**config.mk**
```make
export PLATFORM = sky130hd
export DESIGN_NAME = aes192_round_key_sequencer
export DESIGN_NICKNAME = d
export VERILOG_FILES = /design/src/rtl/aes192_round_key_sequencer.sv
export SDC_FILE = /design/constraint.sdc
export NUM_CORES = 2
export LEC_CHECK = 0
export CAP_MARGIN = 20
export CORE_MARGIN = 2
export CORE_UTILIZATION = 63
export CTS_CLUSTER_SIZE = 28
export DETAILED_ROUTE_END_ITERATION = 10
export DONT_BUFFER_PORTS = 1
export GPL_ROUTABILITY_DRIVEN = 0
export MAX_ROUTING_LAYER = met4
export PLACE_DENSITY = 0.76
export SLEW_MARGIN = 5
export SYNTH_ARGS = -nofsm -noshare
export SYNTH_HDL_FRONTEND = slang
export SYNTH_SLANG_ARGS = --single-unit
export TNS_END_PERCENT = 50
```
**constraint.sdc**
```tcl
create_clock -name clk -period 7.6 [get_ports clk]
set_input_delay 1.52 -clock clk [delete_from_list [all_inputs] [get_ports clk]]
set_output_delay 1.52 -clock clk [all_outputs]
set_load 0.01 [all_outputs]
```
**src/rtl/aes192_round_key_sequencer.sv**
```systemverilog
// rtl/aes192_round_key_sequencer.sv - captures AES-192 round keys from the key schedule and streams them out in order
// Optional feature macro: KEYSEQ_ZEROIZE_EN (clears key storage on done, abort and reset).
module aes192_round_key_sequencer #(
    parameter int NR    = 12,
    parameter int IDX_W = 4
) (
    input  logic             clk,
    input  logic             rst_n,
    input  logic             start,
    input  logic             abort,
    input  logic             dec_mode,
    input  logic [255:0]     key_in,
    output logic [255:0]     ks_key,
    output logic [IDX_W-1:0] ks_i,
    input  logic [127:0]     ks_rk,
    output logic [127:0]     rk_data,
    output logic [IDX_W-1:0] rk_round,
    output logic             rk_last,
    output logic             rk_valid,
    input  logic             rk_ready,
    output logic             busy,
    output logic             done
);

    typedef enum logic [1:0] {
        S_IDLE = 2'd0,
        S_FILL = 2'd1,
        S_EMIT = 2'd2
    } state_e;

    localparam logic [IDX_W-1:0] LAST = IDX_W'(NR);

    state_e           state_q, state_d;
    logic [191:0]     key_reg_q, key_reg_d;
    logic             dec_q, dec_d;
    logic [IDX_W-1:0] idx_q, idx_d;
    logic [IDX_W-1:0] ptr_q, ptr_d;
    logic [IDX_W-1:0] count_q, count_d;
    logic             done_q, done_d;
    logic             mem_we;
    logic [127:0]     mem_q [0:NR];

    logic unused_key_tail;
    assign unused_key_tail = ^key_in[63:0];

    logic handshake;
    assign handshake = (state_q == S_EMIT) && rk_ready;

`ifdef KEYSEQ_ZEROIZE_EN
    logic zeroize;
    assign zeroize = abort || (handshake && (count_q == LAST));
`endif

    always_comb begin
        state_d   = state_q;
        key_reg_d = key_reg_q;
        dec_d     = dec_q;
        idx_d     = idx_q;
        ptr_d     = ptr_q;
        count_d   = count_q;
        done_d    = 1'b0;
        mem_we    = 1'b0;
        if (abort) begin
            state_d = S_IDLE;
            idx_d   = '0;
            ptr_d   = '0;
            count_d = '0;
        end else begin
            unique case (state_q)
                S_IDLE: begin
                    if (start) begin
                        key_reg_d = key_in[255:64];
                        dec_d     = dec_mode;
                        idx_d     = '0;
                        state_d   = S_FILL;
                    end
                end
                S_FILL: begin
                    mem_we = 1'b1;
                    idx_d  = idx_q + 1'b1;
                    if (idx_q == LAST) begin
                        state_d = S_EMIT;
                        idx_d   = '0;
                        ptr_d   = dec_q ? LAST : '0;
                        count_d = '0;
                    end
                end
                S_EMIT: begin
                    if (rk_ready) begin
                        // Pointer freezes on the final key so it never wraps past 0 or NR.
                        if (count_q == LAST) begin
                            state_d = S_IDLE;
                            done_d  = 1'b1;
                        end else begin
                            ptr_d   = dec_q ? (ptr_q - 1'b1) : (ptr_q + 1'b1);
                            count_d = count_q + 1'b1;
                        end
                    end
                end
                default: state_d = S_IDLE;
            endcase
        end
`ifdef KEYSEQ_ZEROIZE_EN
        if (zeroize) begin
            key_reg_d = '0;
        end
`endif
    end

    always_ff @(posedge clk or negedge rst_n) begin
        if (!rst_n) begin
            state_q   <= S_IDLE;
            key_reg_q <= '0;
            dec_q     <= 1'b0;
            idx_q     <= '0;
            ptr_q     <= '0;
            count_q   <= '0;
            done_q    <= 1'b0;
        end else begin
            state_q   <= state_d;
            key_reg_q <= key_reg_d;
            dec_q     <= dec_d;
            idx_q     <= idx_d;
            ptr_q     <= ptr_d;
            count_q   <= count_d;
            done_q    <= done_d;
        end
    end

`ifdef KEYSEQ_ZEROIZE_EN
    always_ff @(posedge clk or negedge rst_n) begin
        if (!rst_n) begin
            for (int i = 0; i <= NR; i++) mem_q[i] <= '0;
        end else if (zeroize) begin
            for (int i = 0; i <= NR; i++) mem_q[i] <= '0;
        end else if (mem_we) begin
            mem_q[idx_q] <= ks_rk;
        end
    end

    assign ks_key = (state_q == S_IDLE) ? '0 : {key_reg_q, 64'h0};
`else
    always_ff @(posedge clk) begin
        if (mem_we) begin
            mem_q[idx_q] <= ks_rk;
        end
    end

    assign ks_key = {key_reg_q, 64'h0};
`endif

    assign ks_i     = (state_q == S_FILL) ? idx_q : '0;
    assign rk_valid = (state_q == S_EMIT);
    assign rk_data  = rk_valid ? mem_q[ptr_q] : '0;
    assign rk_round = rk_valid ? ptr_q : '0;
    assign rk_last  = rk_valid && (count_q == LAST);
    assign busy     = (state_q != S_IDLE);
    assign done     = done_q;

endmodule
```
==> impl_metrics.ini <==
[status]
outcome = complete, no violations

[clock_tree]
cts_tree = done
clk_pin_slew_ns = 0.06
post_cts_hold_buffer_count = 0
cts_post_setup_buffers_inserted = 0
root_buffer = sky130_fd_sc_hd__clkbuf_16
cts_max_path_buffers = 3
clkSinkCount = 1872
cts_made_buffers = 179
cts_repair_resize_count = 0
clock_latency_ns = 0.81
ctsHtreeMaxLevel = 4

[timing]
rsz0062_at_grt = no
finClkSkew_ns = 0.0328
final-setup-viol-count = 0
final_hold_violation_count = 0
hold-worst-slack_ns = 0.441
setup_total_negative_slack_ns = 0
post-route-min-period_ns = 5.50
timing.final.crit_share_pct = 72.4
fmax_ghz = 0.182
worst_slew_margin_rel_pct = 15.0
tightest_slew_ns = 1.27
finalMaxSlewViolations = 0

[synthesis]
ys_async_sr_fraction_pct = 11.1
ys_seq_elements = 1872
synth_top_area_cell = sky130_fd_sc_hd__edfxtp_1
synth_enable_flop_cells = 1664
synth_cell_type_count = 43
yosysWarnings = 0
synth_top_area_share_pct = 70.0
synth.cell_area_sq_mm = 0.0714
synth.area.top_cells = sky130_fd_sc_hd__edfxtp_1 70%, sky130_fd_sc_hd__mux4_2 12%, sky130_fd_sc_hd__dfrtp_1 7.3%
synth_area_per_cell_sq_um = 22.5
synth-seq-area-share_pct = 77.3
post-synth-top-count-cell = sky130_fd_sc_hd__edfxtp_1
ys_top_cells_by_count = 1,664 x sky130_fd_sc_hd__edfxtp_1, 384 x sky130_fd_sc_hd__mux4_2, 256 x sky130_fd_sc_hd__mux2i_1
post_synth_inst_count = 3178
ys_dominant_reg_cell = sky130_fd_sc_hd__edfxtp_1

[setup_path]
worst-setup-path-type = reg -> out
r2r_cells = 5
worstReg2RegStart = state_q[1]
worstSetupStartpoint = state_q[0]
critical_path_arrival_ns = 3.98
worst-endpoint-required_ns = 6.08
sort_of_element_at_the_end_of_the_critical_path = primary output
crit_fanout = 78
crit_path_launch_type = register

[cells_and_area]
layout_nets = 3629
drive_gt1_share_pct = 25.8
areaGrowthSynthToFinish_pct = 9.64
utilization_pct = 69.6

[place]
detailedPlacementHpwl_microns = 92700
io_buffer_count = 0

[routing]
route.met3.wl_microns = 16200
drt_wl_total_microns = 171000
detailroute.via_count = 32574
detailedRoute.firstPassIterationCount = 5
m1_wire_length_microns = 59200
per_cell_routed_wire_length_microns = 35.1
detailedRoute.firstIterationViolations = 3374
route.met2.wl_microns = 88200
dr.max_layer_used = met4
drt.antenna.violating_nets = 0
remaining_drc_errors = 0
detail_route.vias_per_cell = 6.67

[floorplanning]
rows = 123
die_x_microns = 341
floorplan.die_area_sq_mm = 0.116
floorplan.initialDensity_pct = 63.5
fp.dieH_microns = 341
core_ar_sq_mm = 0.112
io_pins = 786

[power]
power.density_cell_area_mw_per_mm2 = 268
maximum_vdd_drop_mv = 0.268
finalPower_mw = 21.0
power.leakage_nw = 24.6

[job]
cap_viol_max_count = 0

[grt]
grt_start_max_net_pins = 209
first_global_vias = 33783
overflow = 0
grt_antenna_before_repair = 24
wire_length_of_the_first_global_routing_pass_microns = 242000
grt.total_usage_pct = 30.5

[min_path]
timing.hold.worst.class = in -> async
## stage by stage
stage | worst slack, ns | area, sq um | std cells
floorplan | 1.88 | 71600 | 3241
global placement | 3.06 | 72800 | 4549
detailed placement | 2.97 | 72800 | 4549
CTS | 2.07 | 78200 | 4869
global route | 1.97 | 78300 | 4880
finish | 2.10 | 78300 | 4882
## sequential cells by signal, summed over array words and instances, names as in the netlist
name / count
mem_q: 1664
key_reg_q: 192
count_q: 4
idx_q: 4
ptr_q: 4
state_q: 2
dec_q: 1
done: 1
## power breakdown
part	switching, mW	leakage, nW	internal (mW)
logic	0.317	4.51	0.354
clock network	3.68	2.67	4.67
registers	0.498	17.5	11.5
total	4.50	24.6	16.5
## metal layers
metal / vias up / global-route usage (%)
met2: 1788 / 50.3
met1: 17241 / 36.5
met3: 348 / 7.50
li1: 13197 / -
met5: - / -
met4: 0 / 12.5
## cell type report
class                      count  area (sq um)
clock inverter                79           579
fill                        6456         34200
timing repair buffer          41           533
tap                         1500          1880
inverter                       6          22.5
antenna                       13          32.5
clock buffer                 241          4880
sequential                  1872         55200
multi-input combinational   1130         15200
## layout by cell type (no fill, tap or decap), types with 2 or more instances in the layout
cell type	synthesis	routed
sky130_fd_sc_hd__nand3_1	7	7
sky130_fd_sc_hd__and4b_1	2	2
sky130_fd_sc_hd__nor3b_1	3	3
sky130_fd_sc_hd__clkbuf_4	0	3
sky130_fd_sc_hd__clkbuf_8	0	7
sky130_fd_sc_hd__nor3_1	3	3
sky130_fd_sc_hd__o21ai_0	11	11
sky130_fd_sc_hd__inv_1	6	6
sky130_fd_sc_hd__bufinv_16	0	5
sky130_fd_sc_hd__nand2_1	15	14
sky130_fd_sc_hd__o22ai_1	128	128
sky130_fd_sc_hd__mux4_2	384	384
sky130_fd_sc_hd__inv_6	0	6
sky130_fd_sc_hd__and2_1	20	8
sky130_fd_sc_hd__nor2_1	7	6
sky130_fd_sc_hd__nand2b_1	6	5
sky130_fd_sc_hd__clkinv_1	0	34
sky130_fd_sc_hd__and2_4	0	12
sky130_fd_sc_hd__clkinvlp_4	0	3
sky130_fd_sc_hd__a21o_1	2	2
sky130_fd_sc_hd__nor2b_1	2	2
sky130_fd_sc_hd__ha_1	8	8
sky130_fd_sc_hd__clkbuf_1	47	48
sky130_fd_sc_hd__mux2_2	184	184
sky130_fd_sc_hd__mux2_1	9	9
sky130_fd_sc_hd__mux2i_1	256	256
sky130_fd_sc_hd__clkinv_2	0	25
sky130_fd_sc_hd__diode_2	0	13
sky130_fd_sc_hd__dfrtp_1	208	205
sky130_fd_sc_hd__clkbuf_16	0	183
sky130_fd_sc_hd__clkinv_8	0	4
sky130_fd_sc_hd__edfxtp_1	1664	1664
sky130_fd_sc_hd__conb_1	1	64
sky130_fd_sc_hd__dfrtp_4	0	3
sky130_fd_sc_hd__buf_4	88	23
sky130_fd_sc_hd__buf_12	0	18
sky130_fd_sc_hd__a21oi_1	3	3
## kinds of logic after synthesis
logic type	after synthesis	synth area share [%]
other cells	1	0.00525
flops	1872	77.3
compound gates	152	1.33
mux	833	18.7
fa+ha+maj	9	0.168
simple gates	71	0.561
buf+inv	239	1.88
xor+xnor	1	0.0123
## worst paths after layout
| path | endpoint | slack (ns) |
|---|---|---|
| setup / recovery | rk_data[115] | 2.10 |
| hold / removal | key_reg_q[126] | 0.44 |
| setup reg to reg | mem_q[10][118] | 3.91 |
| hold reg to reg | key_reg_q[43] | 0.58 |
| max in group asynchronous | key_reg_q[9] | 6.50 |
| min in group clk | key_reg_q[43] | 0.58 |
## worst max-delay path, cell delays in order (launching register included)
cell                       delay (ns)
sky130_fd_sc_hd__dfrtp_1         0.42
sky130_fd_sc_hd__nand2b_1        0.32
sky130_fd_sc_hd__inv_1           0.54
sky130_fd_sc_hd__nand2_4         0.63
sky130_fd_sc_hd__buf_12          0.48
sky130_fd_sc_hd__o22ai_1         0.71
No activity file was read; power rests on OpenSTA's default activity.
